File: config.mk
export PLATFORM = sky130hd
export DESIGN_NAME = pipelined_adder_flat
export DESIGN_NICKNAME = d
export VERILOG_FILES = /design/src/rtl/pipelined_adder_if.sv /design/src/rtl/pipelined_adder.sv /design/src/flat_wrapper.sv
export SDC_FILE = /design/constraint.sdc
export NUM_CORES = 1
export LEC_CHECK = 0
export BUFFER_PORTS_ARGS = -buffer_cell sky130_fd_sc_hd__buf_2
export CAP_MARGIN = 20
export CORE_MARGIN = 3
export CORE_UTILIZATION = 50
export DETAILED_ROUTE_END_ITERATION = 16
export GPL_TIMING_DRIVEN = 0
export HOLD_SLACK_MARGIN = 0.1
export MAX_ROUTING_LAYER = met4
export PLACE_DENSITY = 0.7
export SYNTH_ARGS = -nofsm -noshare
export SYNTH_HDL_FRONTEND = slang
export SYNTH_SLANG_ARGS = --single-unit
File: constraint.sdc
create_clock -name clk -period 2 [get_ports clk]
set_input_delay 0.1 -clock clk [delete_from_list [all_inputs] [get_ports clk]]
set_output_delay 0.1 -clock clk [all_outputs]
set_load 0.05 [all_outputs]
File: src/rtl/pipelined_adder_if.sv
`default_nettype none
// ============================================================================
//  Module      : pipelined_adder_if
//  Description : Operand and result handshake bundle for pipelined_adder.
//  Revision    : 1.0 - initial release
// ============================================================================
interface pipelined_adder_if #(
    parameter int WIDTH = 16
) ();
    logic             in_valid;
    logic             in_ready;
    logic [WIDTH-1:0] a;
    logic [WIDTH-1:0] b;
    logic             c_in;
    logic             sub;
    logic             out_valid;
    logic             out_ready;
    logic [WIDTH-1:0] sum;
    logic             c_out;
    logic             ovf;

    // Master produces operands and consumes results.
    modport master (
        output in_valid, a, b, c_in, sub, out_ready,
        input  in_ready, out_valid, sum, c_out, ovf
    );

    modport slave (
        input  in_valid, a, b, c_in, sub, out_ready,
        output in_ready, out_valid, sum, c_out, ovf
    );
endinterface
`default_nettype wire

File: src/rtl/pipelined_adder.sv
`default_nettype none
// ============================================================================
//  Module      : pipelined_adder
//  Description : Segmented ripple adder/subtractor; one carry segment per stage.
//  Revision    : 1.0 - initial release
// ============================================================================
module pipelined_adder #(
    parameter int WIDTH     = 16,
    parameter int SEG_WIDTH = 4
) (
    input  wire logic           clk,
    input  wire logic           rst,
    pipelined_adder_if.slave    bus
);
    localparam int STAGES = WIDTH / SEG_WIDTH;

    if ((SEG_WIDTH < 1) || ((WIDTH % SEG_WIDTH) != 0)) begin : g_width_check
        $error("pipelined_adder: WIDTH must be a positive multiple of SEG_WIDTH");
    end

    logic adv;
    logic out_valid;

    // The whole pipe moves as one; a stalled head freezes every stage.
    assign adv          = !out_valid || bus.out_ready;
    assign bus.in_ready = adv;

    for (genvar k = 0; k < STAGES; k++) begin : g_stage
        localparam int LO  = k * SEG_WIDTH;
        localparam int HI  = LO + SEG_WIDTH;
        localparam int REM = WIDTH - LO;

        // a_src/bp_src hold only the segments not yet resolved at this stage.
        logic [REM-1:0]       a_src;
        logic [REM-1:0]       bp_src;
        logic                 cin_src;
        logic                 valid_src;
        logic [SEG_WIDTH:0]   seg_res;

        logic [HI-1:0]        sum_d;
        logic [HI-1:0]        sum_q;
        logic                 carry_d;
        logic                 carry_q;
        logic                 valid_d;
        logic                 valid_q;

        if (k == 0) begin : g_head
            assign a_src     = bus.a;
            assign bp_src    = bus.b ^ {WIDTH{bus.sub}};
            assign cin_src   = bus.c_in ^ bus.sub;
            assign valid_src = bus.in_valid;

            always_comb begin
                sum_d = seg_res[SEG_WIDTH-1:0];
            end
        end else begin : g_body
            assign a_src     = g_stage[k-1].g_skew.a_q;
            assign bp_src    = g_stage[k-1].g_skew.bp_q;
            assign cin_src   = g_stage[k-1].carry_q;
            assign valid_src = g_stage[k-1].valid_q;

            always_comb begin
                sum_d = {seg_res[SEG_WIDTH-1:0], g_stage[k-1].sum_q};
            end
        end

        always_comb begin
            seg_res = {1'b0, a_src[SEG_WIDTH-1:0]}
                    + {1'b0, bp_src[SEG_WIDTH-1:0]}
                    + {{SEG_WIDTH{1'b0}}, cin_src};
            carry_d = seg_res[SEG_WIDTH];
            valid_d = valid_src;
        end

        always_ff @(posedge clk) begin
            if (rst) begin
                valid_q <= 1'b0;
                carry_q <= 1'b0;
                sum_q   <= '0;
            end else if (adv) begin
                valid_q <= valid_d;
                carry_q <= carry_d;
                sum_q   <= sum_d;
            end
        end

        if (k < STAGES - 1) begin : g_skew
            logic [REM-SEG_WIDTH-1:0] a_d;
            logic [REM-SEG_WIDTH-1:0] a_q;
            logic [REM-SEG_WIDTH-1:0] bp_d;
            logic [REM-SEG_WIDTH-1:0] bp_q;

            always_comb begin
                a_d  = a_src[REM-1:SEG_WIDTH];
                bp_d = bp_src[REM-1:SEG_WIDTH];
            end

            always_ff @(posedge clk) begin
                if (rst) begin
                    a_q  <= '0;
                    bp_q <= '0;
                end else if (adv) begin
                    a_q  <= a_d;
                    bp_q <= bp_d;
                end
            end
        end else begin : g_tail
            logic ovf_d;
            logic ovf_q;

            // Only the top segment is left here, so its MSB is the word MSB.
            always_comb begin
                ovf_d = (a_src[SEG_WIDTH-1] == bp_src[SEG_WIDTH-1])
                     && (seg_res[SEG_WIDTH-1] != a_src[SEG_WIDTH-1]);
            end

            always_ff @(posedge clk) begin
                if (rst) begin
                    ovf_q <= 1'b0;
                end else if (adv) begin
                    ovf_q <= ovf_d;
                end
            end
        end
    end

    assign out_valid     = g_stage[STAGES-1].valid_q;
    assign bus.out_valid = out_valid;
    assign bus.sum       = g_stage[STAGES-1].sum_q;
    assign bus.c_out     = g_stage[STAGES-1].carry_q;
    assign bus.ovf       = g_stage[STAGES-1].g_tail.ovf_q;

endmodule
`default_nettype wire

File: src/flat_wrapper.sv
// flat-port wrapper written by rule: the top's interface ports become plain ports
module pipelined_adder_flat 
#(
    parameter int WIDTH     = 16,
    parameter int SEG_WIDTH = 4
)
  (clk, rst, bus_in_valid, bus_a, bus_b, bus_c_in, bus_sub, bus_out_ready, bus_in_ready, bus_out_valid, bus_sum, bus_c_out, bus_ovf);
  pipelined_adder_if #(.WIDTH(WIDTH)) bus_i ();
  input  wire logic clk;
  input  wire logic rst;
  input wire logic [$bits(bus_i.in_valid)-1:0] bus_in_valid;
  input wire logic [$bits(bus_i.a)-1:0] bus_a;
  input wire logic [$bits(bus_i.b)-1:0] bus_b;
  input wire logic [$bits(bus_i.c_in)-1:0] bus_c_in;
  input wire logic [$bits(bus_i.sub)-1:0] bus_sub;
  input wire logic [$bits(bus_i.out_ready)-1:0] bus_out_ready;
  output wire logic [$bits(bus_i.in_ready)-1:0] bus_in_ready;
  output wire logic [$bits(bus_i.out_valid)-1:0] bus_out_valid;
  output wire logic [$bits(bus_i.sum)-1:0] bus_sum;
  output wire logic [$bits(bus_i.c_out)-1:0] bus_c_out;
  output wire logic [$bits(bus_i.ovf)-1:0] bus_ovf;
  assign bus_i.in_valid = bus_in_valid;
  assign bus_i.a = bus_a;
  assign bus_i.b = bus_b;
  assign bus_i.c_in = bus_c_in;
  assign bus_i.sub = bus_sub;
  assign bus_i.out_ready = bus_out_ready;
  assign bus_in_ready = bus_i.in_ready;
  assign bus_out_valid = bus_i.out_valid;
  assign bus_sum = bus_i.sum;
  assign bus_c_out = bus_i.c_out;
  assign bus_ovf = bus_i.ovf;
  pipelined_adder #(.WIDTH(WIDTH), .SEG_WIDTH(SEG_WIDTH)) u_core (.clk(clk), .rst(rst), .bus(bus_i));
endmodule
==> results by group, run 1 <==
Yosys
  • Register area share after synthesis: around 47%
  • Post-synth ARST share: 0%
  • Most used DFF post-synth: dfxtp_1
  • Synth Instances: 481
  • Synth cell types: 30
  • EDFF count, synth: 0
  • Syn Nets: around 540
  • Post-synthesis cell area: ~4100 sq um
  • Syn. warnings: 0
  • Synth Register Bits: between 90 and 100
  • Synth Area per Inst: around 8.6 sq um

Route
  • Vias/cell: slightly above 5
  • TritonRoute pass-1 iters: 5
  • Detail Route Antenna Nets: 0
  • DRC errors left: 0
  • Via count: ~3500
  • WL/cell: ~14 um
  • Initial drt markers: approximately 170
  • Highest Signal Layer: met4
  • Met3 wire len: ~380 um
  • Met2 WL: roughly 4600 um
  • WL final: between 9000 and 10000 um
  • Met1 WL: roughly 4500 um

Flow run
  • MaxCap Viol Count: 0

Worst setup path
  • Critical path capture point type: flip-flop
  • Critical path data arrival time: ~2.1 ns
  • Startpoint types: flip-flop
  • Critical Path RT: about 2.3 ns
  • Slowest stage delay, CP: roughly 0.46 ns
  • CP cell instances: fa_1 -> fa_1 -> a21o_1 -> a211oi_1 -> a211oi_1
  • Critical path class: reg -> reg
  • Slowest-stage cell, CP: fa_1
  • CP max FO: 2

Placed design
  • Placement-stage worst setup slack: -0.0253 ns
  • Dpl cells: roughly 640
  • Final Wtd Congestion: roughly 0.85
  • Dpl hpwl: around 6900 um
  • Input/output buffers: 55
  • Area post-placement: 4520 sq um

Layout
  • Post-layout util: between 60 and 70%
  • Final nets: 630
  • Fillcell total: about 690
  • Cell Count, Final, Fillers Out: slightly below 700
  • Antenna Diode Count: 0
  • Layout cells sized above 1: roughly a fifth
  • Post-route cell area: ~5000 sq um
  • Area Growth Syn to Fin: 20.8%

Floorplan
  • Standard-cell row count: 32
  • Die area: between 9000 and 10000 sq um
  • Starting Density: 52.5%
  • Core Footprint: just under 8000 sq um
  • Ports: between 50 and 60
  • Vert. Die Dim: between 90 and 100 um
  • Die width: 96.7 um

STA
  • Max-slew headroom: 65.8%
  • RSZ-0062 raised after global routing: false
  • Hold Fails Final Rpt: 0
  • Worst hold slack: 0.121 ns
  • Clk_skew: 0.00949 ns
  • Final setup TNS: 0 ns
  • Tcrit/Tclk final: between 90% and 100%
  • Achievable frequency: ~550 MHz
  • Final min period: around 1.8 ns
  • Final Max Tran Viols: 0
  • Post-route setup slack: between 0.15 and 0.2 ns
  • Setup violators final: 0
  • Worst-margin pin slew: 0.513 ns

GRT
  • First-pass GRT wire length: 16300 um
  • Gr ovfl total: 0
  • Via count of the first global-routing pass: about 3400
  • Total Routing Usage GR: 22.0%
  • Largest net degree at the start of global routing: 18
  • Initial antenna violation count: 0

Clock tree
  • TritonCTS clock tree: done
  • Depth of the CTS H-tree: 3
  • Total CTS buffers: 9
  • Root buf cell: clkbuf_8
  • Deepest clock path buffer count: 2
  • Worst-path clk slew: approximately 0.09 ns
  • Worst skew pair latency: between 0.3 and 0.4 ns
  • Clock tree sinks: 97
  • Post_cts resized: 0

Min path
  • Hold Crit Class: in -> reg

Pwr
  • PD cells: between 700 and 800 nW/um^2
  • Peak supply drop: about 0.51 mV
  • Total power: 3.94 mW
  • Cell leakage power: around 2.1 nW

Status
  • Status: finished clean
[layer usage]
metal  up-vias  global-route usage, %
met5         -                      -
met4         0                   7.67
met3        15                   4.69
met2        80                   36.1
met1      1614                   27.0
li1       1782                      -
[area by class of cell]
| cell class | instances | area [sq um] | area share (%) |
|---|---|---|---|
| repair buffers | 80 | 526 | 10.6 |
| clock inverters | 7 | 78.8 | 1.59 |
| clock buffers | 9 | 124 | 2.49 |
| plain buffers | 36 | 196 | 3.95 |
| well taps | 102 | 128 | 2.57 |
| multi-input cells | 337 | 1940 | 39.0 |
| flip-flops and latches | 97 | 1940 | 39.1 |
| inverters | 11 | 41.3 | 0.830 |
[cell usage in the layout, fill, tap and decap left out, drive strengths merged]
cell,count
o211ai,5
a2111o,5
nor2,25
or4b,1
clkinv,2
a21oi,73
ha,12
clkinvlp,2
a211oi,23
clkbuf,14
nand2,141
nand3b,10
dlygate4sd3,25
fa,8
o21ai,2
dfxtp,97
or2,1
nor3,1
a21o,3
xnor2,18
or3,1
nand3,1
buf,86
nor2b,3
bufinv,1
xor2,3
inv,13
nand2b,1
[registers in the layout, indices dropped and copies added, names as in the netlist]
register	count
u_core.bus.sum	16
u_core.bus.out_valid	1
u_core.g_stage.carry_q	3
u_core.g_stage.g_skew.a_q	24
u_core.bus.c_out	1
u_core.bus.ovf	1
u_core.g_stage.sum_q	24
u_core.g_stage.g_skew.bp_q	24
u_core.g_stage.valid_q	3
[critical path: cells and delay by family, from the launching register on]
kind                       cells  cell delay, ns
DFF                            1            0.34
AOI/OAI and AO/OA              3            0.49
adders and majority gates      2            0.88
[synthesized netlist by cell type (2+ instances only)]
cell type / instances / area [sq um]
a21oi_1: 73 / 365
a2111o_1: 5 / 56.3
fa_1: 8 / 160
buf_2: 25 / 125
nor2_1: 25 / 93.8
clkbuf_1: 5 / 18.8
o21ai_0: 2 / 10.0
buf_4: 4 / 30.0
a21o_1: 3 / 22.5
xor2_1: 3 / 26.3
o211ai_1: 4 / 30.0
dfxtp_1: 97 / 1940
nor2b_1: 2 / 12.5
buf_6: 2 / 22.5
nand2_1: 141 / 529
ha_1: 12 / 150
inv_1: 10 / 37.5
xnor2_1: 18 / 158
a211oi_1: 21 / 158
nand3b_1: 10 / 75.1
a211oi_2: 2 / 25.0
[logic make-up after synthesis]
family	after synthesis	synth area share (%)
AO/OA/AOI/OAI	111	16.5
AND/OR/NAND/NOR	185	18.5
buffers and inverters	47	5.78
XOR/XNOR	21	4.47
flip-flops	97	47.2
adder cells (fa/ha/maj)	20	7.54
[repair_timing]
action                    CTS  global route
setup buffers               0             0
hold buffers               25             0
hold endpoints to repair   25             0
[worst paths after layout]
path	start	to	slack (ns)	depth (start not counted)
setup / recovery	u_core.g_stage[0].g_skew.bp_q[0]	u_core.g_stage[1].carry_q	0.17	5
hold / removal	bus_sub	u_core.g_stage[0].g_skew.bp_q[3]	0.12	3
setup reg to reg	u_core.g_stage[0].g_skew.bp_q[0]	u_core.g_stage[1].carry_q	0.17	5
hold reg to reg	u_core.bus.sum[10]	u_core.bus.sum[10]	0.45	2
[where the power goes]
part / leakage (nW) / internal (mW) / total (mW) / switching, mW
Combinational: 1.19 / 0.234 / 0.519 / 0.286
Sequential: 0.797 / 2.06 / 2.13 / 0.0728
Clock: 0.0977 / 0.590 / 1.29 / 0.702
Total: 2.09 / 2.88 / 3.94 / 1.06
(Power assumes the default switching activity.)
==> inputs of run 2 (changes only) <==
--- a/config.mk
+++ b/config.mk
@@ -6,14 +6,16 @@
 export NUM_CORES = 1
 export LEC_CHECK = 0
 export BUFFER_PORTS_ARGS = -buffer_cell sky130_fd_sc_hd__buf_2
-export CAP_MARGIN = 20
+export CAP_MARGIN = 5
+export CELL_PAD_IN_SITES_DETAIL_PLACEMENT = 1
+export CELL_PAD_IN_SITES_GLOBAL_PLACEMENT = 2
 export CORE_MARGIN = 3
-export CORE_UTILIZATION = 50
+export CORE_UTILIZATION = 31
 export DETAILED_ROUTE_END_ITERATION = 16
 export GPL_TIMING_DRIVEN = 0
 export HOLD_SLACK_MARGIN = 0.1
 export MAX_ROUTING_LAYER = met4
-export PLACE_DENSITY = 0.7
+export PLACE_DENSITY = 0.71
 export SYNTH_ARGS = -nofsm -noshare
 export SYNTH_HDL_FRONTEND = slang
 export SYNTH_SLANG_ARGS = --single-unit
==> results by group, run 2 (same netlist as run 1, synthesis figures left out) <==
Route
  • Detail Route Antenna Nets: 0 (unchanged)
  • TritonRoute pass-1 iters: 4 (-1)
  • DRC errors left: 0 (unchanged)
  • Vias/cell: 4.68 (-8.9%)
  • Initial drt markers: 113 (-32%)
  • WL final: 11600 um (+20%)
  • Via count: 3503 (+0.34%)
  • WL/cell: 15.5 um (+8.8%)

Placed design
  • Dpl cells: 708 (+11%)
  • Area post-placement: 4610 sq um (+1.9%)
  • Input/output buffers: 55 (unchanged)
  • Dpl hpwl: 8430 um (+22%)
  • Placement-stage worst setup slack: -0.118 ns (-0.0932 ns)
  • Final Wtd Congestion: 0.801 (-6.1%)

Layout
  • Layout cells sized above 1: 18.6% (-0.14 points)
  • Fillcell total: 1565 (+130%)
  • Top flop regs: u_core.g_stage.g_skew.a_q x24, u_core.g_stage.g_skew.bp_q x24, u_core.g_stage.sum_q x24
  • Antenna Diode Count: 0 (unchanged)
  • Most common cell after layout, fill and taps aside: nand2_1
  • Area Growth Syn to Fin: 25.2%
  • Footprint of the multi-input gates: 1940 sq um (unchanged)
  • Cell Count, Final, Fillers Out: 748 (+10%)
  • Final nets: 630 (unchanged)
  • Post-layout util: 40.2% (-23 points)
  • Post-route cell area: 5150 sq um (+3.6%)
  • Most frequent cells in the layout: nand2_1, dfxtp_1, buf_2, a21oi_1
  • Reg area: 1940 sq um (unchanged)

Clock tree
  • Root buf cell: clkbuf_16
  • Post_cts resized: 0 (unchanged)
  • Total CTS buffers: 9 (unchanged)
  • Worst-path clk slew: 0.06 ns (-0.03 ns)
  • Post-CTS setup repair buffer count: 0 (unchanged)
  • Clock tree sinks: 97 (unchanged)
  • Post-CTS Hold Buffers: 25 (unchanged)
  • Depth of the CTS H-tree: 3 (unchanged)
  • TritonCTS clock tree: done
  • Deepest clock path buffer count: 2 (unchanged)
  • Worst skew pair latency: 0.35 ns (-0.02 ns)

GRT
  • First-pass GRT wire length: 18800 um (+15%)
  • Via count of the first global-routing pass: 3706 (+9.1%)
  • Initial antenna violation count: 0 (unchanged)
  • Total Routing Usage GR: 17.2% (-4.8 points)
  • Gr ovfl total: 0 (unchanged)
  • Largest net degree at the start of global routing: 16 (-2)

STA
  • Clk_skew: 0.00710 ns (-0.00239 ns)
  • Tcrit/Tclk final: 92.7% (+1.3 points)
  • Final min period: 1.85 ns (+0.0269 ns)
  • Post-route setup slack: 0.147 ns (-0.0269 ns)
  • Worst-margin pin slew: 0.631 ns (+0.119 ns)
  • Setup violators final: 0 (unchanged)
  • Final setup TNS: 0 ns (unchanged)
  • Hold Fails Final Rpt: 0 (unchanged)
  • RSZ-0062 raised after global routing: false
  • Achievable frequency: 540 MHz (-1.4%)
  • Worst hold slack: 0.150 ns (+0.0288 ns)
  • Max-slew headroom: 57.9% (-7.9 points)
  • Final Max Tran Viols: 0 (unchanged)

Floorplan
  • Die area: 14700 sq um (+57%)
  • Standard-cell row count: 41 (+28%)
  • Die width: 121 um (+25%)
  • Vert. Die Dim: 121 um (+25%)
  • Core Footprint: 12800 sq um (+63%)
  • Ports: 58 (unchanged)
  • Starting Density: 32.1% (-20 points)

Worst setup path
  • Slowest-stage cell, CP: buf_2
  • End point of the critical path: bus_in_ready
  • Startpoint types: flip-flop
  • R2R Path Start: u_core.g_stage[0].g_skew.bp_q[0]
  • Reg2reg setup slack: 0.19 ns (+0.02 ns)
  • Critical Path RT: 1.90 ns (-0.35 ns)
  • FF-to-FF path depth: 5 (unchanged)
  • CP Launch Point: u_core.bus.out_valid
  • RR Endpoint: u_core.g_stage[1].carry_q
  • CP max FO: 10 (+8)
  • CP cell instances: nor2b_4 -> buf_6 -> inv_2 -> buf_6 -> buf_2 -> buf_2
  • Critical path class: reg -> out
  • Slowest stage delay, CP: 0.32 ns (-0.14 ns)
  • Critical path data arrival time: 1.75 ns (-0.33 ns)
  • Critical path capture point type: output port

Pwr
  • Sw Ratio: 25.4% (-1.5 points)
  • Cell leakage power: 2.14 nW (+2.2%)
  • Total power: 4.41 mW (+12%)
  • Peak supply drop: 0.521 mV (+2.6%)
  • Int Power: 3.29 mW (+14%)
  • Comb power frac: 12.1% (-1.1 points)
  • PD cells: 856 nW/um^2 (+7.9%)
  • Clk pwr share: 39.5% (+6.7 points)
  • Reg power frac: 48.4% (-5.7 points)
  • NetSw: 1.12 mW (+5.5%)

Status
  • Status: finished clean

Flow run
  • MaxCap Viol Count: 0 (unchanged)

Min path
  • Hold Crit Class: in -> reg
[run 2: cell count changes in the layout (fill, tap and decap cells not counted)]
cell	before	now
clkbuf_8	9	1
clkbuf_16	0	9
inv_8	1	0
inv_6	1	0
clkinv_2	1	2
clkinvlp_4	2	1
[run 2: critical path, delay by kind of cell, from the launching register on]
kind / cells / cell delay, ns
AND/OR/NAND/NOR: 1 / 0.12
buffers and inverters: 5 / 0.97
flip-flops: 1 / 0.31
[run 2: worst min-delay path by stage]
stage | slack, ns | to | startpoint | cells past startpoint
floorplan | 0.24 | u_core.g_stage[0].g_skew.a_q[0] | bus_a[4] | 2
global placement | 0.34 | u_core.g_stage[0].g_skew.a_q[3] | bus_a[7] | 3
detailed placement | 0.35 | u_core.g_stage[0].g_skew.a_q[4] | bus_a[8] | 3
CTS | 0.14 | u_core.g_stage[0].g_skew.bp_q[4] | bus_sub | 3
global route | 0.15 | u_core.g_stage[0].g_skew.bp_q[2] | bus_sub | 3
finish | 0.15 | u_core.g_stage[0].g_skew.bp_q[4] | bus_sub | 3
[run 2: area by class of cell]
cell class / count / share of cell area [%]
Sequential cell: 97 / 37.7
Buffer: 36 / 3.81
Timing Repair Buffer: 80 / 10.2
Multi-Input combinational cell: 337 / 37.6
Clock inverter: 5 / 1.09
Inverter: 11 / 0.801
Tap cell: 172 / 4.18
Clock buffer: 10 / 4.64
[run 2: power groups by stage]
stage	clock network, mW	registers (mW)	logic [mW]
CTS	1.80	2.14	0.545
finish	1.74	2.13	0.535
global placement	0	2.18	0.494
detailed placement	0	2.18	0.504
global route	1.88	2.15	0.600
floorplan	0	2.21	0.299
[run 2: layer usage]
layer	wire, um	vias up	GRT usage (%)
met3	337	6	4.48
met1	5310	1673	19.5
met5	0	-	-
met2	5820	50	30.1
met4	138	0	4.90
li1	-	1774	-
==> inputs of run 3 (changes only) <==
--- a/config.mk
+++ b/config.mk
@@ -5,17 +5,19 @@
 export SDC_FILE = /design/constraint.sdc
 export NUM_CORES = 1
 export LEC_CHECK = 0
+export ABC_AREA = 1
 export BUFFER_PORTS_ARGS = -buffer_cell sky130_fd_sc_hd__buf_2
 export CAP_MARGIN = 5
 export CELL_PAD_IN_SITES_DETAIL_PLACEMENT = 1
 export CELL_PAD_IN_SITES_GLOBAL_PLACEMENT = 2
 export CORE_MARGIN = 3
-export CORE_UTILIZATION = 31
+export CORE_UTILIZATION = 30
 export DETAILED_ROUTE_END_ITERATION = 16
 export GPL_TIMING_DRIVEN = 0
 export HOLD_SLACK_MARGIN = 0.1
 export MAX_ROUTING_LAYER = met4
-export PLACE_DENSITY = 0.71
+export PLACE_DENSITY = 0.7
+export SLEW_MARGIN = 25
 export SYNTH_ARGS = -nofsm -noshare
 export SYNTH_HDL_FRONTEND = slang
 export SYNTH_SLANG_ARGS = --single-unit
==> results by group, run 3 <==
Clock tree
  • Post-CTS setup repair buffer count: 0 (unchanged)
  • Worst-path clk slew: 0.06 ns (about the same)
  • Post-CTS Hold Buffers: 26 (+4.0%)
  • Total CTS buffers: 9 (unchanged)
  • TritonCTS clock tree: done
  • Post_cts resized: 0 (unchanged)
  • Root buf cell: clkbuf_16
  • Depth of the CTS H-tree: 3 (unchanged)
  • Clock tree sinks: 97 (unchanged)
  • Deepest clock path buffer count: 2 (unchanged)
  • Worst skew pair latency: 0.36 ns (about the same)

Pwr
  • PD cells: 878 nW/um^2 (+2.6%)
  • Cell leakage power: 2.43 nW (+14%)
  • Peak supply drop: 0.454 mV (-13%)

Route
  • Vias/cell: 4.55 (-2.7%)
  • DRC errors left: 0 (unchanged)
  • Initial drt markers: 122 (+8.0%)
  • Via count: 3516 (+0.37%)
  • WL/cell: 15.1 um (-2.7%)
  • TritonRoute pass-1 iters: 4 (unchanged)
  • Detail Route Antenna Nets: 0 (unchanged)
  • WL final: 11700 um (+0.45%)

Layout
  • Reg area: 1940 sq um (unchanged)
  • Top flop regs: u_core.g_stage.g_skew.a_q x24, u_core.g_stage.g_skew.bp_q x24, u_core.g_stage.sum_q x24
  • Fillcell total: 1620 (+3.5%)
  • Layout cells sized above 1: 17.3% (-1.3 points)
  • Area Growth Syn to Fin: 25.8%
  • Most frequent cells in the layout: nor2_1, dfxtp_1, o21ai_0, buf_2, a21oi_1
  • Final nets: 649 (+3.0%)
  • Antenna Diode Count: 0 (unchanged)
  • Footprint of the multi-input gates: 1810 sq um (-6.8%)
  • Most common cell after layout, fill and taps aside: nor2_1

Yosys
  • Synth Register Bits: 97 (unchanged)
  • Most used DFF post-synth: dfxtp_1
  • Synth top area share: 47.3% (+0.086 points)
  • Cell with the most instances after synthesis: nor2_1
  • Post-synth ARST share: 0% (unchanged)
  • Top post-synthesis cells by area: dfxtp_1, nor2_1, o21ai_0, a21oi_1, fa_1
  • Synth cell types: 21 (-30%)
  • Syn. warnings: 0 (unchanged)
  • EDFF count, synth: 0 (unchanged)
  • Syn Nets: 556 (+3.2%)
  • Post-synth top cells: nor2_1, dfxtp_1, o21ai_0, a21oi_1, inv_1
  • Synth Instances: 498 (+3.5%)
  • Register area share after synthesis: 47.3% (+0.086 points)
  • Post-synthesis cell area: 4110 sq um (-0.18%)
  • Synth Area per Inst: 8.25 sq um (-3.6%)
  • Largest area contributor in the netlist: dfxtp_1

Floorplan
  • Die area: 15100 sq um (+3.0%)
  • Starting Density: 30.9% (-1.2 points)
  • Die width: 123 um (+1.5%)
  • Ports: 58 (unchanged)
  • Vert. Die Dim: 123 um (+1.5%)
  • Standard-cell row count: 42 (+2.4%)
  • Core Footprint: 13300 sq um (+3.7%)

Worst setup path
  • CP delay by family, top: adder cells
  • CP max FO: 2 (-8)
  • Slowest stage delay, CP: 0.46 ns (+0.14 ns)
  • Critical path capture point type: flip-flop
  • Critical path data arrival time: 1.93 ns (+0.18 ns)
  • Slowest-stage cell, CP: fa_1
  • Critical Path RT: 2.25 ns (+0.35 ns)
  • Startpoint types: flip-flop
  • Critical path class: reg -> reg
  • CP Buf/Inv Count: 0 (-5)
  • CP cell instances: fa_1 -> fa_1 -> nand3_1 -> a21oi_1 -> a21oi_1 -> nor2_1

STA
  • RSZ-0062 raised after global routing: false
  • Achievable frequency: 597 MHz (+11%)
  • Setup violators final: 0 (unchanged)
  • Worst-margin pin slew: 0.530 ns (-0.101 ns)
  • Final Max Tran Viols: 0 (unchanged)
  • Final setup TNS: 0 ns (unchanged)
  • Final min period: 1.68 ns (-0.177 ns)
  • Tcrit/Tclk final: 83.8% (-8.9 points)
  • Clk_skew: 0.00611 ns (-0.000989 ns)
  • Post-route setup slack: 0.324 ns (+0.177 ns)
  • Hold Fails Final Rpt: 0 (unchanged)
  • Max-slew headroom: 64.7% (+6.7 points)

Placed design
  • Input/output buffers: 56 (+1.8%)
  • Dpl hpwl: 8660 um (+2.7%)
  • Placement-stage worst setup slack: 0.101 ns (+0.220 ns)
  • Final Wtd Congestion: 0.803 (+0.22%)

Status
  • Status: finished clean

GRT
  • First-pass GRT wire length: 18800 um (+0.22%)
  • Largest net degree at the start of global routing: 17 (+1)
  • Total Routing Usage GR: 17.1% (-0.091 points)
  • Via count of the first global-routing pass: 3588 (-3.2%)
  • Gr ovfl total: 0 (unchanged)
  • Initial antenna violation count: 0 (unchanged)

Min path
  • Hold Crit Class: in -> reg

Flow run
  • MaxCap Viol Count: 0 (unchanged)
## run 3: kinds of logic after synthesis
logic type               after synthesis  synth area share [%]
adder cells (fa/ha/maj)               20                  7.55
AO/OA/AOI/OAI                        135                  16.4
buffers and inverters                 63                  8.80
AND/OR/NAND/NOR                      162                  15.5
XOR/XNOR                              21                  4.48
flip-flops                            97                  47.3
## run 3: layer usage
| metal | vias up | GRT usage, % | wire, um |
|---|---|---|---|
| li1 | 1800 | - | - |
| met1 | 1651 | 21.9 | 5500 |
| met2 | 52 | 27.3 | 5640 |
| met3 | 13 | 2.33 | 308 |
| met4 | 0 | 7.40 | 213 |
| met5 | - | - | 0 |
## run 3: where the power goes
| part | switching (mW) | internal, mW | leakage (nW) | total, mW |
|---|---|---|---|---|
| Sequential | 0.0843 | 2.08 | 0.799 | 2.17 |
| Combinational | 0.359 | 0.249 | 1.50 | 0.608 |
| Clock | 0.790 | 0.972 | 0.131 | 1.76 |
## run 3: final timing paths
check                                      to  slack, ns  cells after the start                        startpoint
max reg2reg         u_core.g_stage[1].carry_q       0.32                      6  u_core.g_stage[0].g_skew.bp_q[0]
max                 u_core.g_stage[1].carry_q       0.32                      6  u_core.g_stage[0].g_skew.bp_q[0]
min                 u_core.g_stage[0].carry_q       0.11                      4                          bus_a[3]
min reg2reg  u_core.g_stage[1].g_skew.bp_q[5]       0.45                      2  u_core.g_stage[0].g_skew.bp_q[9]
## run 3: worst reg2reg max path, cell delays in order, from the launching register on
cell and delay, ns:
dfxtp_1 0.33, fa_1 0.46, fa_1 0.43, nand3_1 0.11
a21oi_1 0.08, a21oi_1 0.12, nor2_1 0.05
## run 3: cell type report
type                    instances  share of cell area (%)
plain buffers                  33                    4.82
clock buffers                  10                    4.43
clock inverters                 6                    1.33
inverters                      30                    2.18
multi-input cells             338                    34.9
flip-flops and latches         97                    37.6
well taps                     176                    4.26
repair buffers                 82                    10.5
## run 3: through the flow
stage | hold WS (ns) | utilization (%) | instance area [sq um] | cells | power [mW]
detailed placement | 0.346 | 34.7 | 4610 | 730 | 2.79
finish | 0.109 | 38.9 | 5170 | 772 | 4.54
floorplan | 0.169 | - | 4110 | 498 | 2.59
global route | 0.150 | 38.9 | 5170 | 772 | 4.77
global placement | 0.337 | 34.7 | 4610 | 730 | 2.77
CTS | 0.104 | 38.9 | 5170 | 772 | 4.60
